===== src/rtl/vga_timing_pkg.sv =====
// Shared 480p raster timing, pixel-word layout and fetch FSM states for the
// scanline fetch path.
package vga_timing_pkg;

  localparam int VGA_H_ACT  = 640;
  localparam int VGA_H_FP   = 16;
  localparam int VGA_H_SYNC = 96;
  localparam int VGA_H_BP   = 48;
  localparam int VGA_H_TOT  = VGA_H_ACT + VGA_H_FP + VGA_H_SYNC + VGA_H_BP;

  localparam int VGA_V_ACT  = 480;
  localparam int VGA_V_FP   = 10;
  localparam int VGA_V_SYNC = 2;
  localparam int VGA_V_BP   = 33;
  localparam int VGA_V_TOT  = VGA_V_ACT + VGA_V_FP + VGA_V_SYNC + VGA_V_BP;

  typedef struct packed {
    logic [7:0] pad;
    logic [7:0] b;
    logic [7:0] g;
    logic [7:0] r;
  } pixel_word_t;

  // Magenta marker shown when an active pixel finds no fetched data.
  localparam pixel_word_t UNDERFLOW_WORD = '{pad: 8'h00, b: 8'hFF, g: 8'h00, r: 8'hFF};

  typedef enum logic [1:0] {
    FETCH = 2'd0,
    DONE  = 2'd1,
    DRAIN = 2'd2
  } fetch_state_e;

endpackage


===== src/rtl/sync_fifo.sv =====
// Single-clock FIFO with show-ahead head word, synchronous clear and occupancy
// count. Pop on empty is ignored.
module sync_fifo #(
  parameter int WIDTH = 32,
  parameter int DEPTH = 16,
  localparam int AW = $clog2(DEPTH),
  localparam int CW = AW + 1
) (
  input  logic             clock,
  input  logic             reset,
  input  logic             clear,
  input  logic             push,
  input  logic             pop,
  input  logic [WIDTH-1:0] din,
  output logic [WIDTH-1:0] dout,
  output logic [CW-1:0]    count,
  output logic             empty
);

  logic [WIDTH-1:0] mem [DEPTH];
  logic [AW-1:0]    wr_ptr, rd_ptr;
  logic             do_pop;

  assign empty  = (count == '0);
  assign do_pop = pop && !empty;
  assign dout   = mem[rd_ptr];

  always_ff @(posedge clock) begin
    if (push && !clear) mem[wr_ptr] <= din;
  end

  always_ff @(posedge clock) begin
    if (reset || clear) begin
      wr_ptr <= '0;
      rd_ptr <= '0;
      count  <= '0;
    end else begin
      if (push)   wr_ptr <= wr_ptr + AW'(1);
      if (do_pop) rd_ptr <= rd_ptr + AW'(1);
      count <= count + CW'(push) - CW'(do_pop);
    end
  end

  // The issuer's credit accounting must never let a push land on a full FIFO.
  always_ff @(posedge clock) begin
    if (!reset && !clear) assert (!(push && count == CW'(DEPTH)));
  end

endmodule


===== src/rtl/scanline_fetch_controller.sv =====
// Raster counters plus in-order frame-buffer prefetch; pops one word per active
// pixel so colors_data, InFrame and the counters leave aligned.
module scanline_fetch_controller
  import vga_timing_pkg::*;
#(
  parameter int          H_ACT           = VGA_H_ACT,
  parameter int          H_FP            = VGA_H_FP,
  parameter int          H_SYNC          = VGA_H_SYNC,
  parameter int          H_BP            = VGA_H_BP,
  parameter int          V_ACT           = VGA_V_ACT,
  parameter int          V_FP            = VGA_V_FP,
  parameter int          V_SYNC          = VGA_V_SYNC,
  parameter int          V_BP            = VGA_V_BP,
  parameter int          FIFO_DEPTH      = 16,
  parameter int          ADDR_W          = 19,
  parameter logic [31:0] UNDERFLOW_COLOR = UNDERFLOW_WORD
) (
  input  logic              clock,
  input  logic              reset,
  output logic              rd_req,
  output logic [ADDR_W-1:0] rd_addr,
  input  logic              rd_ack,
  input  logic              rd_valid,
  input  logic [31:0]       rd_data,
  output logic [31:0]       Horz_Count,
  output logic [31:0]       Vert_Count,
  output logic              InFrame,
  output logic [31:0]       colors_data,
  output logic              underflow
);

  localparam int H_TOT = H_ACT + H_FP + H_SYNC + H_BP;
  localparam int V_TOT = V_ACT + V_FP + V_SYNC + V_BP;
  localparam int NPIX  = H_ACT * V_ACT;
  localparam int CW    = $clog2(FIFO_DEPTH) + 1;

  fetch_state_e      state, state_nxt;
  logic [31:0]       h_nxt, v_nxt;
  logic              h_wrap, vblank_entry, in_nxt;
  logic              accept, push, fifo_clear, fifo_empty, req_nxt;
  logic [CW-1:0]     fifo_count, cnt_nxt, outstanding, out_nxt;
  logic [CW:0]       credit_sum;
  logic [ADDR_W-1:0] addr_nxt;
  pixel_word_t       fifo_head;

  // Next-state raster position; every registered output is derived from it.
  always_comb begin
    h_wrap       = (Horz_Count == 32'(H_TOT - 1));
    h_nxt        = h_wrap ? 32'd0 : Horz_Count + 32'd1;
    v_nxt        = Vert_Count;
    if (h_wrap) v_nxt = (Vert_Count == 32'(V_TOT - 1)) ? 32'd0 : Vert_Count + 32'd1;
    vblank_entry = h_wrap && (v_nxt == 32'(V_ACT));
    in_nxt       = (h_nxt < 32'(H_ACT)) && (v_nxt < 32'(V_ACT));
  end

  assign accept = rd_req && rd_ack;
  assign push   = rd_valid && (state != DRAIN);

  sync_fifo #(.WIDTH(32), .DEPTH(FIFO_DEPTH)) u_fifo (
    .clock (clock),
    .reset (reset),
    .clear (fifo_clear),
    .push  (push),
    .pop   (in_nxt),
    .din   (rd_data),
    .dout  (fifo_head),
    .count (fifo_count),
    .empty (fifo_empty)
  );

  always_comb begin
    state_nxt  = state;
    fifo_clear = 1'b0;
    addr_nxt   = accept ? rd_addr + ADDR_W'(1) : rd_addr;
    case (state)
      FETCH: if (accept && rd_addr == ADDR_W'(NPIX - 1)) state_nxt = DONE;
      DONE:  ;
      DRAIN: if (outstanding == '0) begin
        fifo_clear = 1'b1;
        addr_nxt   = '0;
        state_nxt  = FETCH;
      end
      default: state_nxt = FETCH;
    endcase
    if (vblank_entry) state_nxt = DRAIN;

    out_nxt    = outstanding + CW'(accept) - CW'(rd_valid);
    cnt_nxt    = fifo_clear ? '0 : fifo_count + CW'(push) - CW'(in_nxt && !fifo_empty);
    // Held requests stay legal: without an accept the credit sum can only shrink.
    credit_sum = {1'b0, cnt_nxt} + {1'b0, out_nxt};
    req_nxt    = (state_nxt == FETCH) && (credit_sum < (CW + 1)'(FIFO_DEPTH));
  end

  always_ff @(posedge clock) begin
    if (reset) begin
      Horz_Count  <= 32'd0;
      Vert_Count  <= 32'(V_ACT);
      InFrame     <= 1'b0;
      colors_data <= 32'd0;
      underflow   <= 1'b0;
      rd_req      <= 1'b0;
      rd_addr     <= '0;
      outstanding <= '0;
      state       <= FETCH;
    end else begin
      Horz_Count  <= h_nxt;
      Vert_Count  <= v_nxt;
      InFrame     <= in_nxt;
      colors_data <= !in_nxt ? 32'd0 : (fifo_empty ? UNDERFLOW_COLOR : fifo_head);
      if (in_nxt && fifo_empty) underflow <= 1'b1;
      rd_req      <= req_nxt;
      rd_addr     <= addr_nxt;
      outstanding <= out_nxt;
      state       <= state_nxt;
    end
  end

endmodule

===== config.mk =====
export PLATFORM = sky130hd
export DESIGN_NAME = scanline_fetch_controller
export DESIGN_NICKNAME = d
export VERILOG_FILES = /design/src/rtl/vga_timing_pkg.sv /design/src/rtl/sync_fifo.sv /design/src/rtl/scanline_fetch_controller.sv
export SDC_FILE = /design/constraint.sdc
export NUM_CORES = 1
export LEC_CHECK = 0
export CAP_MARGIN = 10
export CORE_MARGIN = 2
export CORE_UTILIZATION = 25
export CTS_CLUSTER_DIAMETER = 60
export DETAILED_ROUTE_END_ITERATION = 10
export PLACE_DENSITY = 0.46
export SLEW_MARGIN = 10
export SYNTH_ARGS = -nofsm -noshare
export SYNTH_HDL_FRONTEND = slang
export SYNTH_HIERARCHICAL = 1
export SYNTH_SLANG_ARGS = --single-unit

===== constraint.sdc =====
create_clock -name clock -period 8.11 [get_ports clock]
set_input_delay 2.433 -clock clock [delete_from_list [all_inputs] [get_ports clock]]
set_output_delay 2.433 -clock clock [all_outputs]
set_load 0.05 [all_outputs]

==> flow_metrics.py, run 1 <==
metrics = {
    "worst_setup_path": {
        "r2r-end": "u_fifo/count[4]",
        "rr_worst_depth": 20,
        "critPathCaptureType": "flip-flop",
        "r2r-start": "Horz_Count[0]",
        "cp_data_required_time_ns": 8.67,
        "worstSetupStartpointType": "flip-flop",
        "worst-setup-path-type": "reg -> reg",
        "cp_data_arrival_time_ns": 6.22,
        "crit_path_max_fanout": 34,
        "reg2reg_slack_ns": 2.46,
    },
    "timing": {
        "setup_ws_ns": 2.46,
        "post-route-period-util": 0.697,
        "slew_violations": 0,
        "whs_ns": 0.495,
        "setup_viol": 0,
        "final-hold-violation-count": 0,
        "fmax_mhz": 177,
        "period_needed_ns": 5.65,
        "setup_tns_ns": 0,
        "rsz0062_at_grt": "no",
        "clock_skew_ns": 0.0372,
        "max_slew.worst_pin.slew_ns": 1.06,
        "relSlewSlack": 0.287,
    },
    "min_path": {
        "hold_class": "reg -> reg",
        "worstHoldStart": "Horz_Count[0]",
        "hold_depth": 1,
        "holdPathEnd": "Horz_Count[0]",
    },
    "global_routing": {
        "grt_antenna_before_repair": 4,
        "grt_max_degree": 59,
        "grt_pass1_wl_mm": 106,
        "grt_usage": 0.132,
        "first_global_vias": 15789,
        "grt_overflow": 0,
    },
    "final_layout": {
        "drive_gt1_frac": 0.176,
        "layout.nets": 1914,
        "design_area_mm2": 0.0326,
        "syn2layout_area_growth_pct": 22.1,
        "final_core_util": 0.309,
        "layoutNonFillerInstCount": 3308,
    },
    "placement": {
        "placed_cells": 3150,
        "dpl_worst_slack_ns": 2.47,
        "dp_hpwl_mm": 41.1,
        "place_area_mm2": 0.0298,
        "gp_congestion": 0.846,
        "io_buffers": 153,
    },
    "power": {
        "power_mw": 7.86,
        "power.density_mw_per_mm2": 241,
        "leakage_nw": 10.2,
        "ir_worst_vdd_mv": 0.169,
    },
    "routing": {
        "first_pass_iters": 5,
        "totalWireLength_mm": 72.7,
        "via_per_inst": 4.70,
        "ant_nets": 0,
        "drt_iter0_drc": 1189,
        "wire_per_inst_um": 22.0,
        "num_vias": 15536,
        "route.detailed.drc": 0,
    },
    "synthesis": {
        "synthCells": 1681,
        "synth_cell_types": 68,
        "syn_area_per_cell_um2": 15.9,
        "yosysSeqAreaShare": 0.682,
        "synthFlopType": "edfxtp_1",
        "synth_warnings": 6,
        "ys_async_sr_fraction": 0,
        "syn_nets": 1750,
        "synth_edf_count": 512,
        "ys_seq_elements": 654,
        "netlist_area_mm2": 0.0267,
    },
    "clocking": {
        "cts.sink_count": 654,
        "cts_hold_buf": 0,
        "cts_tree": "built",
        "worstSkewPairLatency_ns": 0.65,
        "clock_tree.root_cell": "clkbuf_16",
        "cts.path.max_buffers": 3,
        "cts_max_level": 3,
        "ctsResizeCount": 0,
        "path_clk_slew_ns": 0.06,
        "cts_setup_buffers": 0,
        "cts_buffers": 84,
    },
    "floorplanning": {
        "ios": 154,
        "dieArea_mm2": 0.109,
        "fp.dieW_um": 331,
        "start_util": 0.253,
        "die_height_um": 331,
        "core_area_mm2": 0.106,
        "fp-row-count": 119,
    },
    "run": {
        "max-cap-violations": 0,
    },
    "outcome": {
        "status": "completed",
    },
}
## power breakdown
group	internal, mW	switching, mW
combinational	0.171	0.281
sequential	3.67	0.0262
clock	2.23	1.48
## cell usage in the layout, fill, tap and decap left out, drive strengths merged, types with 4 or more instances in the layout
| master | synthesis | final |
|---|---|---|
| nor2 | 134 | 134 |
| buf | 35 | 29 |
| inv | 34 | 39 |
| xnor2 | 50 | 50 |
| and2 | 30 | 30 |
| or4 | 6 | 6 |
| nor4 | 29 | 29 |
| nor2b | 7 | 7 |
| a31oi | 5 | 5 |
| nand2 | 84 | 84 |
| edfxtp | 512 | 512 |
| clkinv | 0 | 30 |
| and3 | 16 | 16 |
| ha | 30 | 30 |
| and4 | 9 | 9 |
| clkbuf | 68 | 111 |
| nand3 | 36 | 36 |
| or3 | 11 | 11 |
| a21o | 4 | 4 |
| a21oi | 17 | 17 |
| clkinvlp | 0 | 4 |
| or2 | 8 | 8 |
| mux4 | 128 | 128 |
| dfxtp | 142 | 142 |
| bufinv | 0 | 7 |
| clkdlybuf4s50 | 0 | 152 |
| xor2 | 53 | 53 |
| a22oi | 65 | 65 |
| nand4 | 34 | 34 |
| o21ai | 10 | 10 |
| nor3 | 44 | 44 |
| nor4b | 26 | 26 |
| mux2i | 8 | 8 |
## worst max path at each step
stage | start | endpoint | cells after the start
floorplan | Horz_Count[0] | rd_req | 23
global placement | Horz_Count[0] | u_fifo/count[4] | 20
detailed placement | Horz_Count[0] | u_fifo/count[4] | 20
CTS | Horz_Count[0] | u_fifo/count[4] | 20
global route | Horz_Count[19] | rd_req | 20
finish | Horz_Count[0] | u_fifo/count[4] | 20
## area by class of cell
type | instances | area [µm²]
Sequential cell | 654 | 18200
Fill cell | 10390 | 73000
Antenna cell | 1 | 2.50
Inverter | 34 | 128
Tap cell | 1391 | 1740
Multi-Input combinational cell | 890 | 7950
Clock inverter | 46 | 532
Timing Repair Buffer | 181 | 1740
Clock buffer | 111 | 2290
## sequential cells by signal (all words and copies together), names as in the netlist, named ones only
| register | flops |
|---|---|
| u_fifo/mem | 512 |
| Horz_Count | 32 |
| Vert_Count | 32 |
| colors_data | 32 |
| rd_addr | 19 |
| outstanding | 5 |
| u_fifo/count | 5 |
| u_fifo/rd_ptr | 4 |
| u_fifo/wr_ptr | 4 |
| state | 2 |
| InFrame | 1 |
| rd_req | 1 |
| underflow | 1 |
## critical path: stages, from the launching register on
cell and delay [ns]:
dfxtp_1 0.41, ha_1 0.23, nand3_1 0.34, or3_1 0.54, nor4_2 0.73, nand3_1 0.21, xor2_1 0.20, and4_1 0.25
nand4_4 0.09, buf_4 0.52, inv_1 0.19, nand2_1 0.17, inv_1 0.06, ha_1 0.27, inv_1 0.04, ha_1 0.20
fa_1 0.41, a21oi_1 0.16, nor2_1 0.06, or3_1 0.34, a21oi_1 0.13
## cell families (layout without fill, tap and decap cells)
group | after synthesis | in the layout | share of synthesized area
flops | 654 | 654 | 0.682
simple gates | 489 | 489 | 0.100
mux | 137 | 137 | 0.111
buf+inv | 137 | 372 | 0.0218
compound gates | 128 | 128 | 0.0344
xor+xnor | 103 | 103 | 0.0338
fa+ha+maj | 33 | 33 | 0.0163
other cells | 0 | 1 | 0
## cell usage after synthesis, types with 3 or more instances
cell type	count	area, µm²
xnor2_1	50	438
edfxtp_1	512	15400
a22oi_1	65	488
clkbuf_1	67	251
inv_1	34	128
nor3_1	42	210
nor4b_2	12	180
fa_1	3	60.1
or2_2	8	50.1
nand4_1	33	206
a21oi_1	17	85.1
nor2b_1	7	43.8
and3_1	16	100
and2_1	30	188
nand4b_1	3	26.3
nor2_1	134	503
nor3b_1	3	22.5
buf_2	11	55.1
nor4b_1	14	123
a21o_1	4	30.0
dfxtp_1	142	2840
mux2i_1	8	80.1
or4_1	5	37.5
mux4_2	128	2880
or3_1	11	68.8
buf_4	10	75.1
a211oi_1	3	22.5
ha_1	30	375
nand3_1	36	180
and4_1	9	78.8
nor4_1	27	169
o21ai_0	10	50.1
o21a_1	3	22.5
xor2_1	53	464
a31oi_1	5	31.3
buf_1	12	45.0
nand2_1	84	315
## routing by layer
layer	up-vias	routed length (µm)	GRT usage
li1	6874	-	-
met1	8080	32300	0.177
met2	450	34900	0.218
met3	126	3950	0.0265
met4	6	1550	0.0342
met5	-	42	0
Power figures use the tool's default switching activity.
==> run 2: changes to the inputs <==
clock period = 5.8 ns   (was 8.11 ns; I/O delays follow)
==> run 2 against run 1 <==
  * Routed wire length decreased by 0.84%
  * Combinational power increased by 43%
  * Non-clock buffer count increased by 24
  * Final cell count increased by 0.60%
  * Count of clock-buffer cells in the layout decreased by 3
  * Die area unchanged
  * Critical path depth increased by 2
  * Global-route usage decreased by 0.14 points
  * Clock skew increased by 0.015 ns
  * Core utilization increased by 0.30 points
  * Power increased by 40%
  * Sequential power increased by 40%
==> flow_metrics.py, run 2 (same netlist as run 1, synthesis figures left out) <==
metrics = {
    "outcome": {
        "status": "completed",
    },
    "clocking": {
        "ctsResizeCount": 0,
        "clock_tree.root_cell": "clkbuf_16",
        "cts_max_level": 3,
        "path_clk_slew_ns": 0.05,
        "cts_buffers": 82,
        "worstSkewPairLatency_ns": 0.66,
        "cts_setup_buffers": 0,
        "cts.path.max_buffers": 3,
        "cts_tree": "built",
        "cts_hold_buf": 0,
        "cts.sink_count": 654,
    },
    "timing": {
        "final-hold-violation-count": 0,
        "setup_tns_ns": 0,
        "max_slew.worst_pin.slew_ns": 1.14,
        "slew_violations": 0,
        "relSlewSlack": 0.235,
        "clock_skew_ns": 0.0517,
        "period_needed_ns": 5.33,
        "post-route-period-util": 0.919,
        "fmax_mhz": 188,
        "setup_viol": 0,
        "rsz0062_at_grt": "no",
        "setup_ws_ns": 0.470,
    },
    "floorplanning": {
        "dieArea_mm2": 0.109,
        "start_util": 0.253,
        "ios": 154,
        "core_area_mm2": 0.106,
        "die_height_um": 331,
        "fp-row-count": 119,
        "fp.dieW_um": 331,
    },
    "worst_setup_path": {
        "cp_slowest_cell": "nor4_1",
        "cp_top_family": "simple AND/OR/NAND/NOR gates",
        "cp_data_required_time_ns": 6.36,
        "slowest_delay_ns": 0.50,
        "cp_data_arrival_time_ns": 5.89,
        "crit_buf_inv": 3,
        "crit_path_max_fanout": 11,
        "critPathCaptureType": "flip-flop",
        "worstSetupStartpointType": "flip-flop",
        "crit_chain": "nor4_1 -> nand4_1 -> buf_4 -> nor4_1 -> buf_4 -> mux2i_1 -> nor4b_2 -> and4bb_2 -> nand4_4 -> nor2_1 -> ha_1 -> inv_1 -> ha_1 -> fa_1 -> a21o_1 -> a21oi_1 -> xnor2_1 -> nor2_1 -> ha_1 -> nor4_1 -> o2111ai_1 -> a31oi_1",
        "worst-setup-path-type": "reg -> reg",
    },
    "final_layout": {
        "layout_common_cells": "512 x edfxtp_1, 152 x clkdlybuf4s50_1, 140 x dfxtp_1, 133 x nor2_1, 128 x mux4_2",
        "drive_gt1_frac": 0.190,
        "regMostFlops": "u_fifo/mem",
        "final_common_cell": "edfxtp_1",
        "syn2layout_area_growth_pct": 23.3,
        "layout.nets": 1936,
        "largest_reg_flops": 512,
    },
    "power": {
        "ir_worst_vdd_mv": 0.237,
        "power.density_mw_per_mm2": 334,
        "leakage_nw": 10.3,
    },
    "routing": {
        "wire_per_inst_um": 21.7,
        "route.detailed.drc": 0,
        "first_pass_iters": 6,
        "totalWireLength_mm": 72.1,
        "ant_nets": 0,
        "via_per_inst": 4.64,
        "num_vias": 15443,
        "drt_iter0_drc": 1266,
    },
    "global_routing": {
        "grt_antenna_before_repair": 6,
        "grt_overflow": 0,
        "grt_max_degree": 80,
        "first_global_vias": 15957,
        "grt_usage": 0.131,
        "grt_pass1_wl_mm": 106,
    },
    "placement": {
        "gp_congestion": 0.872,
        "dp_hpwl_mm": 43.1,
        "dpl_worst_slack_ns": 0.463,
        "io_buffers": 153,
    },
    "min_path": {
        "hold_class": "reg -> reg",
    },
    "run": {
        "max-cap-violations": 0,
    },
}
[run 2: per-stage QoR]
stage | util | total power, mW | hold slack [ns] | std cells | area [µm²]
after global placement | 0.285 | 5.91 | 0.465 | 3174 | 30100
after detailed placement | 0.285 | 5.92 | 0.482 | 3174 | 30100
final | 0.312 | 11.0 | 0.493 | 3328 | 32900
after CTS | 0.312 | 11.2 | 0.495 | 3326 | 32900
after floorplan | - | 5.66 | 0.463 | 1681 | 26700
after global routing | 0.312 | 11.5 | 0.538 | 3326 | 32900
[run 2: worst register-to-register path, stage by stage (launching register included)]
cell,delay (ns)
dfxtp_1,0.40
nor4_1,0.51
nand4_1,0.22
buf_4,0.24
nor4_1,0.41
buf_4,0.21
mux2i_1,0.33
nor4b_2,0.09
and4bb_2,0.29
nand4_4,0.11
nor2_1,0.05
ha_1,0.27
inv_1,0.04
ha_1,0.20
fa_1,0.40
a21o_1,0.17
a21oi_1,0.17
xnor2_1,0.13
nor2_1,0.06
ha_1,0.30
nor4_1,0.31
o2111ai_1,0.16
a31oi_1,0.19
[run 2: cell type report]
| cell class | count | area [µm²] |
|---|---|---|
| fill | 10347 | 72600 |
| sequential | 654 | 18200 |
| multi-input combinational | 890 | 7950 |
| clock buffer | 108 | 2280 |
| timing repair buffer | 205 | 2040 |
| tap | 1391 | 1740 |
| clock inverter | 44 | 548 |
| inverter | 34 | 128 |
| antenna | 2 | 5.00 |
[run 2: per-layer routing]
layer,up-vias,wire length [µm],track usage
met5,-,64,0
met2,398,35200,0.219
met3,114,3950,0.0298
li1,6912,-,-
met1,8009,31600,0.171
met4,10,1370,0.0322
[run 2: power by group]
| group | internal (mW) | total [mW] | switching, mW |
|---|---|---|---|
| Combinational | 0.244 | 0.645 | 0.401 |
| Sequential | 5.13 | 5.16 | 0.0369 |
| Clock | 3.10 | 5.20 | 2.10 |
[run 2: worst paths after layout]
| kind | start | endpoint | slack [ns] | cells past startpoint |
|---|---|---|---|---|
| worst max register to register | Horz_Count[19] | rd_req | 0.47 | 22 |
| worst max-delay path | Horz_Count[19] | rd_req | 0.47 | 22 |
| worst min-delay path | u_fifo/rd_ptr[1] | flip-flop | 0.49 | 2 |
| worst min register to register | u_fifo/rd_ptr[1] | flip-flop | 0.49 | 2 |
